`src/rtl/mpadd_pkg.sv`:
```
// rtl/mpadd_pkg.sv - shared types and default sizes for the multi-word adder sequencer
package mpadd_pkg;

  localparam int unsigned DEF_WORD_W    = 32;
  localparam int unsigned DEF_MAX_WORDS = 8;

  typedef enum logic [1:0] {
    IDLE  = 2'd0,
    RUN   = 2'd1,
    DRAIN = 2'd2
  } state_e;

endpackage

```
`src/rtl/mpadd_word_adder.sv`:
```
// rtl/mpadd_word_adder.sv - combinational carry-in adder, 4-bit look-ahead groups rippled together
module mpadd_word_adder #(
  parameter int unsigned WORD_W = 32
) (
  input  logic [WORD_W-1:0] a_i,
  input  logic [WORD_W-1:0] b_i,
  input  logic              cin_i,
  output logic [WORD_W-1:0] sum_o,
  output logic              cout_o
);

  localparam int unsigned NGRP  = (WORD_W + 3) / 4;
  localparam int unsigned PAD_W = NGRP * 4;

  logic [PAD_W-1:0] a_p;
  logic [PAD_W-1:0] b_p;
  logic [PAD_W-1:0] g;
  logic [PAD_W-1:0] p;
  logic [PAD_W-1:0] s_p;
  logic [NGRP:0]    gc;

  assign a_p   = PAD_W'(a_i);
  assign b_p   = PAD_W'(b_i);
  assign g     = a_p & b_p;
  assign p     = a_p ^ b_p;
  assign gc[0] = cin_i;

  for (genvar k = 0; k < NGRP; k++) begin : g_grp
    logic [3:0] gg;
    logic [3:0] pp;
    logic       c0, c1, c2, c3, c4;

    assign gg = g[4*k +: 4];
    assign pp = p[4*k +: 4];
    assign c0 = gc[k];
    assign c1 = gg[0] | (pp[0] & c0);
    assign c2 = gg[1] | (pp[1] & gg[0]) | (pp[1] & pp[0] & c0);
    assign c3 = gg[2] | (pp[2] & gg[1]) | (pp[2] & pp[1] & gg[0])
              | (pp[2] & pp[1] & pp[0] & c0);
    assign c4 = gg[3] | (pp[3] & gg[2]) | (pp[3] & pp[2] & gg[1])
              | (pp[3] & pp[2] & pp[1] & gg[0]) | (&pp & c0);

    assign s_p[4*k +: 4] = pp ^ {c3, c2, c1, c0};
    assign gc[k+1]       = c4;
  end

  assign sum_o = s_p[WORD_W-1:0];

  // With zero padding the carry into bit WORD_W surfaces as that pad sum bit.
  if (PAD_W == WORD_W) begin : g_cout_exact
    assign cout_o = gc[NGRP];
  end else begin : g_cout_pad
    assign cout_o = s_p[WORD_W];
  end

endmodule

```
`src/rtl/mpadd_sequencer.sv`:
```
// rtl/mpadd_sequencer.sv - streams LS-first operand words through one adder, chaining carry/borrow
module mpadd_sequencer
  import mpadd_pkg::*;
#(
  parameter  int unsigned WORD_W    = DEF_WORD_W,
  parameter  int unsigned MAX_WORDS = DEF_MAX_WORDS,
  localparam int unsigned CNT_W     = $clog2(MAX_WORDS + 1)
) (
  input  logic              clk,
  input  logic              rst,
  input  logic              cmd_valid,
  output logic              cmd_ready,
  input  logic [CNT_W-1:0]  cmd_nwords,
  input  logic              cmd_sub,
  input  logic              op_valid,
  output logic              op_ready,
  input  logic [WORD_W-1:0] op_x,
  input  logic [WORD_W-1:0] op_y,
  output logic              res_valid,
  input  logic              res_ready,
  output logic [WORD_W-1:0] res_sum,
  output logic              res_last,
  output logic              res_carry,
  output logic              res_ovf,
  output logic              done,
  output logic              busy
);

  state_e             state_q, state_d;
  logic [CNT_W-1:0]   count_q, count_d;
  logic               carry_q, carry_d;
  logic               sub_q, sub_d;
  logic               rv_q, rv_d;
  logic [WORD_W-1:0]  sum_q, sum_d;
  logic               last_q, last_d;
  logic               rc_q, rc_d;
  logic               ovf_q, ovf_d;
  logic               done_q, done_d;

  logic [WORD_W-1:0]  y_eff;
  logic [WORD_W-1:0]  add_sum;
  logic               add_cout;
  logic [CNT_W-1:0]   nwords_clamped;
  logic               cmd_fire, op_fire, res_fire;

  // Subtraction is X + ~Y + 1; the +1 comes from seeding the carry with cmd_sub.
  assign y_eff = sub_q ? ~op_y : op_y;

  mpadd_word_adder #(.WORD_W(WORD_W)) u_adder (
    .a_i    (op_x),
    .b_i    (y_eff),
    .cin_i  (carry_q),
    .sum_o  (add_sum),
    .cout_o (add_cout)
  );

  assign cmd_ready = (state_q == IDLE);
  assign op_ready  = (state_q == RUN) && (!rv_q || res_ready);
  assign busy      = (state_q != IDLE);
  assign cmd_fire  = cmd_valid && cmd_ready;
  assign op_fire   = op_valid && op_ready;
  assign res_fire  = rv_q && res_ready;

  assign nwords_clamped = (cmd_nwords > CNT_W'(MAX_WORDS)) ? CNT_W'(MAX_WORDS) : cmd_nwords;

  always_comb begin
    state_d = state_q;
    count_d = count_q;
    carry_d = carry_q;
    sub_d   = sub_q;
    rv_d    = rv_q;
    sum_d   = sum_q;
    last_d  = last_q;
    rc_d    = rc_q;
    ovf_d   = ovf_q;
    done_d  = 1'b0;

    case (state_q)
      IDLE: begin
        if (cmd_fire) begin
          if (nwords_clamped == '0) begin
            done_d = 1'b1;
          end else begin
            sub_d   = cmd_sub;
            carry_d = cmd_sub;
            count_d = nwords_clamped;
            state_d = RUN;
          end
        end
      end
      RUN: begin
        if (res_fire) begin
          rv_d = 1'b0;
        end
        if (op_fire) begin
          rv_d    = 1'b1;
          sum_d   = add_sum;
          carry_d = add_cout;
          count_d = count_q - CNT_W'(1);
          if (count_q == CNT_W'(1)) begin
            last_d  = 1'b1;
            rc_d    = sub_q ? ~add_cout : add_cout;
            ovf_d   = (op_x[WORD_W-1] == y_eff[WORD_W-1]) &&
                      (add_sum[WORD_W-1] != op_x[WORD_W-1]);
            state_d = DRAIN;
          end else begin
            last_d = 1'b0;
            rc_d   = 1'b0;
            ovf_d  = 1'b0;
          end
        end
      end
      DRAIN: begin
        if (res_fire) begin
          rv_d    = 1'b0;
          done_d  = 1'b1;
          state_d = IDLE;
        end
      end
      default: state_d = IDLE;
    endcase
  end

  always_ff @(posedge clk) begin
    if (rst) begin
      state_q <= IDLE;
      count_q <= '0;
      carry_q <= 1'b0;
      sub_q   <= 1'b0;
      rv_q    <= 1'b0;
      sum_q   <= '0;
      last_q  <= 1'b0;
      rc_q    <= 1'b0;
      ovf_q   <= 1'b0;
      done_q  <= 1'b0;
    end else begin
      state_q <= state_d;
      count_q <= count_d;
      carry_q <= carry_d;
      sub_q   <= sub_d;
      rv_q    <= rv_d;
      sum_q   <= sum_d;
      last_q  <= last_d;
      rc_q    <= rc_d;
      ovf_q   <= ovf_d;
      done_q  <= done_d;
    end
  end

  assign res_valid = rv_q;
  assign res_sum   = sum_q;
  assign res_last  = last_q;
  assign res_carry = rc_q;
  assign res_ovf   = ovf_q;
  assign done      = done_q;

endmodule

```
`config.mk`:
```
export PLATFORM = sky130hd
export DESIGN_NAME = mpadd_sequencer
export DESIGN_NICKNAME = d
export VERILOG_FILES = /design/src/rtl/mpadd_pkg.sv /design/src/rtl/mpadd_word_adder.sv /design/src/rtl/mpadd_sequencer.sv
export SDC_FILE = /design/constraint.sdc
export NUM_CORES = 1
export LEC_CHECK = 0
export BUFFER_PORTS_ARGS = -buffer_cell sky130_fd_sc_hd__buf_2
export CAP_MARGIN = 30
export CORE_MARGIN = 1.5
export CORE_UTILIZATION = 40
export DETAILED_ROUTE_END_ITERATION = 8
export PLACE_DENSITY = 0.65
export SLEW_MARGIN = 20
export SYNTH_ARGS = -nofsm -noshare
export SYNTH_HDL_FRONTEND = slang
export SYNTH_SLANG_ARGS = --single-unit
```
`constraint.sdc`:
```
create_clock -name clk -period 3.8 [get_ports clk]
set_input_delay 0.57 -clock clk [delete_from_list [all_inputs] [get_ports clk]]
set_output_delay 0.57 -clock clk [all_outputs]
set_load 0.005 [all_outputs]
```
==> reports/metrics.yaml <==
wire_per_inst_um: 13.7
area_growth_pct: 21.6
r2r_slack_ps: 340
finalHoldViolations: 0
dpl.hpwl_um: 6950
start_kind: "flop"
ys_warn_count: 0
rows: 33
dr.pass1.iters: 4
register_area_sq_um: 902
dieArea_sq_mm: 0.00935
clk_path_buf_depth: 2
antenna_cells: 0
max_freq_mhz: 289
fin_ws_ps: 341
worst_ep_arrival_time_ps: 3670
crit_path_top_delay_cell: "dfxtp_2"
synth_cells: 437
fillCellCount: 866
yosysTopAreaCellShare_pct: 25.7
finalNetCount: 664
drive_gt1_share_pct: 24.4
whs_endpoint: "res_sum[23]$_SDFFE_PP0P_"
post-place-ws_ps: 349
yosysUniqueCellTypes: 51
antenna_found_initial: 0
root_buffer: "clkbuf_8"
outcome: "completed"
worstHoldStart: "res_sum[23]$_SDFFE_PP0P_"
clkTransAtPathRegs_ps: 80
synth_top_cell_by_area: "dfxtp_1"
maxSlewHeadroom_pct: 39.9
syn-num-nets: 556
totalPowerFinal_mw: 1.72
path_common_cell: "a21oi_1"
fin_worst_skew_ps: 9.42
path_cells: "buf_4, xor2_1, ha_1, a21oi_1, o21ai_1, o211ai_1, a21bo_1, or3_1, a21oi_1, fa_1, a211oi_1"
io_buffers: 113
powerDensity_mw_per_mm2: 404
cts_resized: 0
die_w_um: 96.7
synth-seq-cells: 45
ys_async_sr_fraction_pct: 0
gr-total-overflow: 0
crit_path_max_incr_delay_ps: 640
worstPathRequired_ps: 4010
path_max_fanout: 16
synth.most_common_cell: "nand2_1"
multi_input_area_sq_mm: 0.00244
grt_usage_pct: 19.3
p_leak_nw: 2.08
cts_setup_buffers: 0
synth_edf_count: 0
met3_usage_pct: 3.40
r2r_cells: 11
setup_viol: 0
clock_sinks: 45
grt_pass1_vias: 3333
ios: 114
num_vias: 3358
hold_depth: 2
ctsHoldBuffers: 0
route.detailed.drc: 0
path_class: "reg2reg"
period_needed_ps: 3460
grt_max_degree: 48
core_area_sq_mm: 0.00834
peakVddDrop_mv: 0.142
drtIter0Drc: 76
cts-htree-levels: 2
endpoint_kind: "flop"
top_usage_layer: "met2"
use_met2_pct: 32.2
grtUsageMet1_pct: 25.9
cts_buffers: 5
yosys-top-cells-area: "dfxtp_1, ha_1, xor2_1, a21oi_1, nand2_1"
slew_viol_final: 0
clk_latency_ps: 310
ant_nets: 0
synthFlopType: "dfxtp_1"
cts_tree: "done"
routed_wl_um: 8930
routabilityCongestion: 0.841
hold_path_class: "reg2reg"
rsz0062_at_grt: "false"
initial_utilization_pct: 42.1
finalCritPeriodShare_pct: 91.0
die_h_um: 96.7
drv_cap: 0
setup_tns_ps: 0
rr_startpoint: "sub_q$_SDFFE_PP0P_"
synth_common_cells: "nand2_1, dfxtp_1, a21oi_1, xor2_1, ha_1"
via_per_inst: 5.17
r2r-end: "res_sum[28]$_SDFFE_PP0P_"
worstMarginPinSlew_ps: 902
grt_pass1_wl_um: 15100
avgSynthCellArea_sq_um: 8.03
ys_seq_area_share_pct: 25.7
syn_area_sq_mm: 0.00351
registers in the layout, indices dropped and copies added (netlist names):
| name | count |
|---|---|
| res_last | 1 |
| done | 1 |
| count_q | 4 |
| state_q | 2 |
| res_ovf | 1 |
| res_valid | 1 |
| carry_q | 1 |
| res_carry | 1 |
| res_sum | 32 |
| sub_q | 1 |
cells in the final DEF, fill, tap and decap left out, drive strengths merged, types with 6 or more instances in the layout:
cell type,netlist,final
fa,8,8
buf,2,118
dfxtp,45,45
o21ai,22,22
nor3,7,7
xnor2,13,13
a21oi,43,43
ha,37,37
xor2,38,38
nor2,36,36
clkbuf,15,7
nand3,6,6
a211oi,12,12
inv,28,28
nand2,55,55
report_power, final:
group / total (mW) / switching, mW / internal [mW]
clock: 0.313 / 0.169 / 0.145
sequential: 0.576 / 0.0455 / 0.531
combinational: 0.833 / 0.463 / 0.371
per-stage QoR:
step	cell area, sq um	util, %	std cells	hold slack (ps)
2_1_floorplan	3510	-	437	448
3_3_place_gp	4180	50.1	643	441
4_1_cts	4270	51.2	650	456
6_report	4270	51.2	650	451
5_1_grt	4270	51.2	650	483
3_5_place_dp	4180	50.1	643	445
critical path: cells and delay by family, from the launching register on:
family | cells | cell delay, ps
AO/OA/AOI/OAI | 6 | 1220
XOR/XNOR | 1 | 170
adder cells (fa/ha/maj) | 2 | 740
buffers and inverters | 1 | 260
flip-flops | 1 | 640
AND/OR/NAND/NOR | 1 | 350
how the worst max path moves through the flow:
stage                                   from                        to  slack [ps]  cells after the start
after floorplan           sub_q$_SDFFE_PP0P_  res_sum[28]$_SDFFE_PP0P_         400                     12
after global placement               op_y[0]  res_sum[28]$_SDFFE_PP0P_         410                     11
after detailed placement  sub_q$_SDFFE_PP0P_  res_sum[28]$_SDFFE_PP0P_         350                     11
after CTS                 sub_q$_SDFFE_PP0P_  res_sum[28]$_SDFFE_PP0P_         290                     11
after global routing      sub_q$_SDFFE_PP0P_  res_sum[28]$_SDFFE_PP0P_          50                     11
final                     sub_q$_SDFFE_PP0P_  res_sum[28]$_SDFFE_PP0P_         340                     11
final cells by class:
class / instances / share of cell area (%)
clock buffer: 7 / 2.02
timing repair buffer: 118 / 14.1
sequential: 45 / 21.1
tap: 105 / 3.08
multi-input combinational: 347 / 57.2
inverter: 28 / 2.46
cell families (layout without fill, tap and decap cells):
group | Yosys count | in the layout | share of synthesized area [%]
buffers and inverters | 45 | 153 | 4.81
DFF | 45 | 45 | 25.7
xor gates and xnor gates | 51 | 51 | 12.7
and+or+nand+nor | 139 | 139 | 18.7
adders and majority gates | 45 | 45 | 17.7
muxes | 4 | 4 | 1.18
AOI/OAI and AO/OA | 108 | 108 | 19.2
metal layers:
| metal | vias up | share of wire, % |
|---|---|---|
| met5 | - | 0 |
| met1 | 1535 | 47 |
| met3 | 12 | 4.0 |
| met4 | 0 | 1.7 |
| li1 | 1728 | - |
| met2 | 83 | 47 |
Power figures use the tool's default switching activity.
